<file path="config.mk">
export PLATFORM = sky130hd
export DESIGN_NAME = bp_me_clint_responder
export DESIGN_NICKNAME = d
export VERILOG_FILES = /design/src/rtl/bp_me_clint_pkg.sv /design/src/rtl/bp_me_clint_timer.sv /design/src/rtl/bp_me_clint_responder.sv
export SDC_FILE = /design/constraint.sdc
export NUM_CORES = 1
export LEC_CHECK = 0
export CORE_ASPECT_RATIO = 0.75
export CORE_UTILIZATION = 54
export DETAILED_ROUTE_END_ITERATION = 6
export PLACE_DENSITY = 0.89
export SETUP_SLACK_MARGIN = 0.15
export SLEW_MARGIN = 20
export SYNTH_ARGS = -nofsm -noshare
export SYNTH_HDL_FRONTEND = slang
export SYNTH_HIERARCHICAL = 1
export SYNTH_SLANG_ARGS = --single-unit
</file>
<file path="constraint.sdc">
create_clock -name clk_i -period 6.3 [get_ports clk_i]
set_clock_uncertainty 0.15 [all_clocks]
set_input_delay 1.89 -clock clk_i [delete_from_list [all_inputs] [get_ports clk_i]]
set_output_delay 1.89 -clock clk_i [all_outputs]
set_load 0.05 [all_outputs]
</file>
<file path="src/rtl/bp_me_clint_pkg.sv">
`default_nettype none
// ============================================================================
// bp_me_clint_pkg : BedRock header types, CLINT register map and FSM states
// Revision: 1.0
// ============================================================================
package bp_me_clint_pkg;

   typedef enum logic [3:0] {
      e_bp_default_cfg = 4'd0
   } bp_params_e;

   localparam int unsigned paddr_width_gp     = 40;
   localparam int unsigned clint_reg_width_gp = 64;

   function automatic int unsigned bp_paddr_width(input bp_params_e cfg);
      case (cfg)
         e_bp_default_cfg: return paddr_width_gp;
         default:          return paddr_width_gp;
      endcase
   endfunction

   typedef enum logic [3:0] {
      e_bedrock_mem_rd    = 4'd0,
      e_bedrock_mem_wr    = 4'd1,
      e_bedrock_mem_uc_rd = 4'd2,
      e_bedrock_mem_uc_wr = 4'd3,
      e_bedrock_mem_pre   = 4'd4,
      e_bedrock_mem_amo   = 4'd5
   } bp_bedrock_mem_type_e;

   typedef enum logic [2:0] {
      e_bedrock_msg_size_1   = 3'd0,
      e_bedrock_msg_size_2   = 3'd1,
      e_bedrock_msg_size_4   = 3'd2,
      e_bedrock_msg_size_8   = 3'd3,
      e_bedrock_msg_size_16  = 3'd4,
      e_bedrock_msg_size_32  = 3'd5,
      e_bedrock_msg_size_64  = 3'd6,
      e_bedrock_msg_size_128 = 3'd7
   } bp_bedrock_msg_size_e;

   typedef struct packed {
      logic [7:0]                payload;
      bp_bedrock_msg_size_e      size;
      logic [paddr_width_gp-1:0] addr;
      logic [3:0]                subop;
      bp_bedrock_mem_type_e      msg_type;
   } bp_bedrock_mem_header_s;

   localparam logic [15:0] clint_msip_offset_gp     = 16'h0000;
   localparam logic [15:0] clint_mtimecmp_offset_gp = 16'h4000;
   localparam logic [15:0] clint_mtime_offset_gp    = 16'hbff8;

   localparam logic [63:0] clint_mtimecmp_reset_gp  = 64'hffff_ffff_ffff_ffff;

   typedef enum logic [0:0] {
      e_ready = 1'b0,
      e_resp  = 1'b1
   } bp_clint_state_e;

endpackage
`default_nettype wire

</file>
<file path="src/rtl/bp_me_clint_timer.sv">
`default_nettype none
// ============================================================================
// bp_me_clint_timer : mtime / mtimecmp registers and registered timer interrupt
// Revision: 1.0
// ============================================================================
module bp_me_clint_timer
   import bp_me_clint_pkg::*;
  (input  logic                          clk_i,
   input  logic                          reset_i,
   input  logic                          rtc_tick_i,
   input  logic                          mtime_w_v_i,
   input  logic                          mtimecmp_w_v_i,
   input  logic [clint_reg_width_gp-1:0] w_data_i,
   input  logic [clint_reg_width_gp-1:0] w_mask_i,
   output logic [clint_reg_width_gp-1:0] mtime_o,
   output logic [clint_reg_width_gp-1:0] mtimecmp_o,
   output logic                          timer_irq_o);

   logic [clint_reg_width_gp-1:0] mtime_q, mtime_d;
   logic [clint_reg_width_gp-1:0] mtimecmp_q, mtimecmp_d;
   logic                          timer_irq_q, timer_irq_d;

   // A write fully overrides a coincident tick; masked halves keep their old bits.
   always_comb begin
      mtime_d     = mtime_q;
      mtimecmp_d  = mtimecmp_q;
      timer_irq_d = (mtime_q >= mtimecmp_q);
      if (mtime_w_v_i) begin
         mtime_d = (mtime_q & ~w_mask_i) | (w_data_i & w_mask_i);
      end else if (rtc_tick_i) begin
         mtime_d = mtime_q + 64'd1;
      end
      if (mtimecmp_w_v_i) begin
         mtimecmp_d = (mtimecmp_q & ~w_mask_i) | (w_data_i & w_mask_i);
      end
   end

   always_ff @(posedge clk_i or posedge reset_i) begin
      if (reset_i) begin
         mtime_q     <= '0;
         mtimecmp_q  <= clint_mtimecmp_reset_gp;
         timer_irq_q <= 1'b0;
      end else begin
         mtime_q     <= mtime_d;
         mtimecmp_q  <= mtimecmp_d;
         timer_irq_q <= timer_irq_d;
      end
   end

   assign mtime_o     = mtime_q;
   assign mtimecmp_o  = mtimecmp_q;
   assign timer_irq_o = timer_irq_q;

endmodule
`default_nettype wire

</file>
<file path="src/rtl/bp_me_clint_responder.sv">
`default_nettype none
// ============================================================================
// bp_me_clint_responder : BedRock memory-command endpoint for the CLINT registers
// Revision: 1.0
// ============================================================================
module bp_me_clint_responder
   import bp_me_clint_pkg::*;
 #(parameter bp_params_e  bp_params_p  = e_bp_default_cfg,
   parameter int unsigned data_width_p = 64)
  (input  logic                   clk_i,
   input  logic                   reset_i,
   input  bp_bedrock_mem_header_s mem_cmd_header_i,
   input  logic [data_width_p-1:0] mem_cmd_data_i,
   input  logic                   mem_cmd_v_i,
   output logic                   mem_cmd_ready_and_o,
   output bp_bedrock_mem_header_s mem_resp_header_o,
   output logic [data_width_p-1:0] mem_resp_data_o,
   output logic                   mem_resp_v_o,
   input  logic                   mem_resp_ready_and_i,
   input  logic                   rtc_tick_i,
   output logic                   timer_irq_o,
   output logic                   software_irq_o);

   localparam int unsigned paddr_width_lp  = bp_paddr_width(bp_params_p);
   localparam int unsigned offset_width_lp = (paddr_width_lp < 16) ? paddr_width_lp : 16;

   bp_clint_state_e        state_q, state_d;
   bp_bedrock_mem_header_s resp_header_q, resp_header_d;
   logic [data_width_p-1:0] resp_data_q, resp_data_d;
   logic                   msip_q, msip_d;

   logic [15:0] offset;
   logic        msip_hit, mtimecmp_hit, mtime_hit;
   logic        is_rd, is_wr, half, hi_sel, cmd_fire;
   logic [63:0] wr_data, wr_mask, reg_full, rd_data;
   logic [31:0] reg_lo, reg_hi, rd_word;
   logic [63:0] mtime, mtimecmp;

   assign offset = 16'(mem_cmd_header_i.addr[offset_width_lp-1:0]);

   // Registers are decoded on the 8-byte word so 4B accesses to either half hit.
   assign msip_hit     = (offset[15:3] == clint_msip_offset_gp[15:3]);
   assign mtimecmp_hit = (offset[15:3] == clint_mtimecmp_offset_gp[15:3]);
   assign mtime_hit    = (offset[15:3] == clint_mtime_offset_gp[15:3]);

   assign is_rd  = (mem_cmd_header_i.msg_type == e_bedrock_mem_rd)
                 | (mem_cmd_header_i.msg_type == e_bedrock_mem_uc_rd);
   assign is_wr  = (mem_cmd_header_i.msg_type == e_bedrock_mem_wr)
                 | (mem_cmd_header_i.msg_type == e_bedrock_mem_uc_wr);
   assign half   = (mem_cmd_header_i.size < e_bedrock_msg_size_8);
   assign hi_sel = offset[2];

   assign cmd_fire = mem_cmd_v_i & (state_q == e_ready);

   always_comb begin
      wr_data = mem_cmd_data_i;
      wr_mask = '1;
      if (half) begin
         wr_data = {2{mem_cmd_data_i[31:0]}};
         wr_mask = hi_sel ? {32'hffff_ffff, 32'h0} : {32'h0, 32'hffff_ffff};
      end
   end

   // msip is bit 0 of whichever word is addressed, so its high word mirrors the low one.
   always_comb begin
      reg_full = '0;
      if (msip_hit)          reg_full = {63'b0, msip_q};
      else if (mtimecmp_hit) reg_full = mtimecmp;
      else if (mtime_hit)    reg_full = mtime;
      reg_lo  = reg_full[31:0];
      reg_hi  = msip_hit ? {31'b0, msip_q} : reg_full[63:32];
      rd_word = hi_sel ? reg_hi : reg_lo;
      rd_data = half ? {2{rd_word}} : reg_full;
   end

   always_comb begin
      state_d             = state_q;
      resp_header_d       = resp_header_q;
      resp_data_d         = resp_data_q;
      msip_d              = msip_q;
      mem_cmd_ready_and_o = 1'b0;
      mem_resp_v_o        = 1'b0;
      case (state_q)
         e_ready: begin
            mem_cmd_ready_and_o = 1'b1;
            if (cmd_fire) begin
               resp_header_d = mem_cmd_header_i;
               resp_data_d   = is_rd ? rd_data : '0;
               if (is_wr && msip_hit) msip_d = mem_cmd_data_i[0];
               state_d       = e_resp;
            end
         end
         e_resp: begin
            mem_resp_v_o = 1'b1;
            if (mem_resp_ready_and_i) state_d = e_ready;
         end
         default: state_d = e_ready;
      endcase
   end

   always_ff @(posedge clk_i or posedge reset_i) begin
      if (reset_i) begin
         state_q       <= e_ready;
         resp_header_q <= '0;
         resp_data_q   <= '0;
         msip_q        <= 1'b0;
      end else begin
         state_q       <= state_d;
         resp_header_q <= resp_header_d;
         resp_data_q   <= resp_data_d;
         msip_q        <= msip_d;
      end
   end

   bp_me_clint_timer u_timer
     (.clk_i          (clk_i),
      .reset_i        (reset_i),
      .rtc_tick_i     (rtc_tick_i),
      .mtime_w_v_i    (cmd_fire & is_wr & mtime_hit),
      .mtimecmp_w_v_i (cmd_fire & is_wr & mtimecmp_hit),
      .w_data_i       (wr_data),
      .w_mask_i       (wr_mask),
      .mtime_o        (mtime),
      .mtimecmp_o     (mtimecmp),
      .timer_irq_o    (timer_irq_o));

   assign mem_resp_header_o = resp_header_q;
   assign mem_resp_data_o   = resp_data_q;
   assign software_irq_o    = msip_q;

endmodule
`default_nettype wire

</file>
==> impl_metrics.tcl, run 1 <==
set metrics [dict create \
    ctsHoldBuffers 0 \
    min_path_cells 1 \
    async_flop_share_pct 100 \
    grt_use_total_pct 34.9 \
    cts-htree-levels 1 \
    fp.dieH_um 147 \
    avgRoutedWirePerCell_um 24.1 \
    rr_worst_depth 11 \
    synth_cell_type_count 69 \
    critical_path_class "in2reg" \
    via_per_inst 6.66 \
    pwr_density_cell_nw_per_um2 234 \
    ys_seq_area_share_pct 42.7 \
    finalCriticalPeriod_ns 4.89 \
    crit_slowest_cell "clkinv_1" \
    fmaxAchievable_mhz 205 \
    yosysWarnings 6 \
    cp_max_fo 30 \
    dieWidth_um 195 \
    r2r_start "state_q$_DFF_PP0_" \
    ant_nets 0 \
    path_clk_slew_ns 0.07 \
    cts-resized-gates 0 \
    coreArea_um2 27200 \
    vias 14000 \
    worstMarginPinSlew_ns 1.01 \
    instances_no_fill 2100 \
    synth_nets 1696 \
    hp-start "mem_resp_header_o[26]$_DFFE_PP0P_" \
    cts_buffer_depth 3 \
    rrSetupSlack_ns 3.01 \
    whs_endpoint "mem_resp_header_o[26]$_DFFE_PP0P_" \
    wirelength_mm 50.6 \
    hold_violations 0 \
    initial_core_util_pct 55.5 \
    hold_class "reg2reg" \
    maxCapViolations 0 \
    critPathMaxStageDelay_ns 0.76 \
    rows 52 \
    synthCells 1503 \
    finalSetupViolCount 0 \
    grt_pass1_vias 13700 \
    port_buffers 254 \
    dp_hpwl_mm 35.3 \
    cts_root_buffer "clkbuf_16" \
    min_period_over_period_pct 77.6 \
    cp.required_ns 6.57 \
    nets 1922 \
    cts_tree "done" \
    drc 0 \
    synth_seq_cells 254 \
    cp-end-kind "flop" \
    regArea_um2 6440 \
    cp_cell_sequence "clkdlybuf4s50_1 -> nand4b_1 -> nor4_2 -> and3_2 -> clkinv_1 -> buf_4 -> a211oi_1 -> a21oi_1" \
    crit_start "mem_cmd_header_i[22]" \
    numCtsBuffers 26 \
    worstPathArrival_ns 5.16 \
    final.setup.tns_ns 0 \
    clock_latency_ns 0.55 \
    grt-ovfl-total 0 \
    peakVddDrop_mv 0.230 \
    start_kind "input pin" \
    gp_congestion 0.942 \
    rsz0062_at_grt "false" \
    synth_edf_count 0 \
    layout-drive-gt1-share_pct 18.8 \
    grt_antenna_before_repair 0 \
    dr.first_iter.drc_count 1616 \
    netlist_area_um2 15100 \
    maxSlewHeadroom_pct 32.4 \
    maxSlewViolCount 0 \
    cts_setup_buffers 0 \
    multi_input_area_um2 7790 \
    status "finished, final reports clean" \
    syn_avg_cell_area_um2 10.0 \
    ios 255 \
    clkSinkCount 254 \
    dieArea_um2 28600 \
    p_leak_nw 7.29 \
    diodes 0 \
    first_pass_iters 6 \
    num-fill-cells 2007 \
    syn2layout_area_growth_pct 24.9 \
    grt_first_pass_wirelength_mm 78.9 \
    grt_max_degree 78 \
    placedCellCount 2052 \
    yosys_most_used_dff "dfrtp_1" \
]
==> where the power goes <==
group | internal [mW] | switching, mW
registers | 1.74 | 0.100
logic | 0.378 | 0.622
clock network | 0.887 | 0.680
total | 3.00 | 1.40
==> per-layer routing <==
metal  global-route usage [%]  up-vias  wire (um)
li1                         -     6077          -
met1                     49.2     6865      20700
met2                     54.1      932      22900
met3                     8.01      108       5790
met4                     9.21        0       1160
met5                        0        -          0
==> layout make-up <==
| class | instances | share of cell area (%) |
|---|---|---|
| multi-input combinational | 1030 | 41.4 |
| sequential | 254 | 34.2 |
| timing repair buffer | 280 | 14.8 |
| clock buffer | 37 | 4.04 |
| inverter | 137 | 2.76 |
| tap | 351 | 2.33 |
| clock inverter | 11 | 0.544 |
==> stage by stage <==
stage | hold slack, ns | total power [mW] | setup slack [ns] | utilization, % | area, um2
final | 0.353 | 4.40 | 1.41 | 69.3 | 18800
after global routing | 0.373 | 4.54 | 1.29 | 69.3 | 18800
after CTS | 0.353 | 4.41 | 1.52 | 69.3 | 18800
after detailed placement | 0.341 | 2.85 | 0.972 | 66.1 | 18000
after global placement | 0.318 | 2.82 | 1.05 | 66.1 | 18000
after floorplan | 0.322 | 2.44 | 0.925 | - | 15100
==> cell usage after synthesis, drive strengths merged (42+ instances only) <==
library cell  count  area, um2
nand3            53        278
o221ai           64        561
dfstp            64       1680
nand2           142        533
inv             136        510
a22oi           122        916
clkbuf           55        228
nand4            42        263
ha               65        813
mux2            163       1840
dfrtp           190       4750
a21oi            57        285
==> cell usage in the layout (no fill, tap or decap), types with 4 or more instances in the layout <==
cell             Yosys  final
nand3_1             52     52
a22oi_1            122    122
buf_4                7     22
dfrtp_1            190    190
nor2_1              39     39
inv_1              136    133
nand4_1             42     42
o21ai_0             31     31
xnor2_1             18     18
xor2_1               7      7
a221oi_1             6      6
a21oi_1             57     56
and4_1               5      5
clkbuf_1            52      4
and3_1              15     13
nor3_1              18     18
mux2i_1             29     29
nor4_1              19     18
clkbuf_8             2      7
buf_12               0      4
o211ai_1            13     13
and3_2               3      5
nor2b_1             15     15
o311ai_0             4      4
dfstp_2             64     64
a211oi_1            18     18
ha_1                65     65
a31o_2               4      4
or4_1                5      5
a21o_1              12     12
a311oi_1             4      4
o221ai_1            64     64
nor3b_1              6      6
clkdlybuf4s50_1      0    254
mux2_2             163    163
nand2_1            142    141
clkbuf_16            0     26
a31oi_1              5      5
clkinv_2             0      6
==> worst max-delay path by stage <==
stage | to | depth (start not counted)
2_1_floorplan | asynchronous set/reset pin | 1
3_3_place_gp | flop | 8
3_5_place_dp | flop | 8
4_1_cts | flop | 8
5_1_grt | flop | 8
6_report | flop | 8
==> critical path: cells and delay by family <==
family	cells	cell delay [ns]
buf+inv	3	1.68
compound gates	2	0.28
simple gates	3	1.29
==> kinds of logic (layout without fill, tap and decap cells) <==
family                     count (synthesis)  after routing  share of synthesized area, %
DFF                                      254            254                          42.7
and+or+nand+nor                          381            381                          12.9
adders and majority gates                 65             65                          5.39
AOI/OAI and AO/OA                        367            367                          17.6
muxes                                    192            192                          14.1
xor gates and xnor gates                  25             25                          1.45
buffers and inverters                    219            465                          5.89
Power figures use the tool's default switching activity.
==> run 2, diff against run 1 <==
--- a/config.mk
+++ b/config.mk
@@ -6,9 +6,9 @@
 export NUM_CORES = 1
 export LEC_CHECK = 0
 export CORE_ASPECT_RATIO = 0.75
-export CORE_UTILIZATION = 54
+export CORE_UTILIZATION = 49
 export DETAILED_ROUTE_END_ITERATION = 6
-export PLACE_DENSITY = 0.89
+export PLACE_DENSITY = 0.86
 export SETUP_SLACK_MARGIN = 0.15
 export SLEW_MARGIN = 20
 export SYNTH_ARGS = -nofsm -noshare
==> constraint.sdc (replaced) <==
create_clock -name clk_i -period 4.2 [get_ports clk_i]
set_clock_uncertainty 0.15 [all_clocks]
set_input_delay 1.26 -clock clk_i [delete_from_list [all_inputs] [get_ports clk_i]]
set_output_delay 1.26 -clock clk_i [all_outputs]
set_load 0.05 [all_outputs]
==> run 2 against run 1 <==
Effect of this change:
- non-clock buffer count up 35
- utilization down 5.2 points
- power up 55%
- cell count up 4.1%
- routed wire length up 0.92%
- critical path depth up 4
- clock-buffer cell count up 1
- sequential cell count unchanged
- worst setup slack worse by 0.97 ns
- register-to-register slack worse by 1.8 ns
- clock power up 63%
- combinational power up 52%
==> impl_metrics.tcl, run 2 (same netlist as run 1, synthesis figures left out) <==
set metrics [dict create \
    cts_root_buffer "clkbuf_16" \
    status "finished, final reports clean" \
    place_area_um2 18400 \
    combPwrFrac_pct 22.3 \
    syn2layout_area_growth_pct 28.3 \
    mostFrequentLayoutCells "clkdlybuf4s50_1, dfrtp_1, mux2_2, nand2_1, inv_1" \
    ios 255 \
    first_pass_iters 5 \
    nets 1958 \
    p_int_mw 4.72 \
    hold_class "reg2reg" \
    cts-htree-levels 1 \
    cpMostUsedCell "nand2_1" \
    maxSlewViolCount 0 \
    cp_max_fo 63 \
    worstPathArrival_ns 4.07 \
    crit_slowest_cell "clkdlybuf4s50_1" \
    ant_nets 0 \
    dp_hpwl_mm 36.6 \
    cp_cell_sequence "clkdlybuf4s50_1 -> nand4b_1 -> nor4_2 -> and3_2 -> buf_12 -> clkinv_1 -> buf_4 -> nand2_1 -> nand2_1 -> nor2_1 -> a31oi_1 -> o21ai_0" \
    finalPower_mw 6.84 \
    numCtsBuffers 27 \
    min_period_over_period_pct 89.4 \
    wirelength_mm 51.1 \
    critPathBufInv 4 \
    p_leak_nw 7.52 \
    setup_ws_ns 0.447 \
    dieWidth_um 205 \
    gp_congestion 0.975 \
    critical-path-top-delay-family "buffers and inverters" \
    rsz0062_at_grt "false" \
    cts_tree "done" \
    drc 0 \
    regArea_um2 6440 \
    avgRoutedWirePerCell_um 23.4 \
    p_sw_share_pct 31.0 \
    vias 14100 \
    cts_buffer_depth 3 \
    clkSinkCount 254 \
    coreArea_um2 30200 \
    multi_input_area_um2 7790 \
    path_clk_slew_ns 0.07 \
    critical_path_class "in2reg" \
    cp-end-kind "flop" \
    initial_core_util_pct 49.9 \
    peakVddDrop_mv 0.232 \
    p_seq_share_pct 40.3 \
    holdWs_ns 0.330 \
    pwr_density_cell_nw_per_um2 353 \
    num-fill-cells 2327 \
    hp-start "mem_resp_header_o[22]$_DFFE_PP0P_" \
    grt_first_pass_wirelength_mm 79.0 \
    fp.dieH_um 154 \
    cts_setup_buffers 0 \
    via_per_inst 6.45 \
    rows 55 \
    cp.required_ns 4.51 \
    ctsHoldBuffers 0 \
    fmaxAchievable_mhz 266 \
    fin_util_pct 64.1 \
    post-place-ws_ns 0.0883 \
    grt-ovfl-total 0 \
    maxCapViolations 0 \
    grt_use_total_pct 31.9 \
    layout-drive-gt1-share_pct 20.3 \
    grt_pass1_vias 13900 \
    maxSlewHeadroom_pct 43.8 \
    worstMarginPinSlew_ns 0.837 \
    grt_antenna_before_repair 2 \
    start_kind "input pin" \
    placedCellCount 2135 \
    final_common_cell "clkdlybuf4s50_1" \
    critPathMaxStageDelay_ns 0.47 \
    port_buffers 254 \
    clock_latency_ns 0.55 \
    finalSetupViolCount 0 \
    instances_no_fill 2186 \
    dr.first_iter.drc_count 1603 \
    power_switching_mw 2.12 \
    cts-resized-gates 0 \
    pwr-share-clk_pct 37.4 \
    hold_violations 0 \
    final_cell_area_um2 19400 \
    finalCriticalPeriod_ns 3.75 \
    final.setup.tns_ns 0 \
    grt_max_degree 127 \
    crit_start "mem_cmd_header_i[22]" \
    dieArea_um2 31500 \
]
==> run 2: cell types whose count changed in the layout (fill, tap and decap cells not counted), sizes merged <==
cell and delta:
buf +35, bufinv +3, clkbuf +1, clkinv -3, clkinvlp +1, diode +1
==> run 2: final timing paths <==
kind	end	cells after the start	slack (ns)
worst max-delay path	flop	12	0.45
worst min-delay path	mem_resp_header_o[22]$_DFFE_PP0P_	2	0.33
worst max register to register	flop	6	1.22
worst min register to register	mem_resp_header_o[22]$_DFFE_PP0P_	2	0.33
max in group asynchronous	asynchronous set/reset pin	3	1.95
min in group asynchronous	mem_resp_data_o[37]$_DFFE_PP0P_	2	1.04
==> run 2: power groups by stage <==
stage	Combinational [mW]	Sequential, mW	Clock [mW]
6_report	1.52	2.76	2.56
5_1_grt	1.59	2.77	2.67
4_1_cts	1.52	2.75	2.58
3_5_place_dp	1.51	2.79	0
3_3_place_gp	1.49	2.78	0
2_1_floorplan	0.428	3.23	0
==> run 2: worst register-to-register path: stages, from the launching register on <==
cell	delay, ns
dfrtp_1	0.56
nand3_4	0.20
or4_1	0.60
or4_1	0.74
nor2_1	0.18
mux2_2	0.35
a31oi_1	0.13
==> run 2: final cells by class <==
class | count | area share (%)
multi-input combinational | 1030 | 40.3
sequential | 254 | 33.2
timing repair buffer | 315 | 16.3
clock buffer | 38 | 3.96
inverter | 137 | 2.70
tap | 399 | 2.58
clock inverter | 12 | 0.892
antenna | 1 | 0.0129
==> run 2: routing by layer <==
layer	vias up	GRT usage, %	part of all wire, %
met5	-	0	0.014
met4	2	9.42	2.7
met3	124	6.08	11
met2	862	49.1	45
met1	6956	45.5	42
li1	6164	-	-
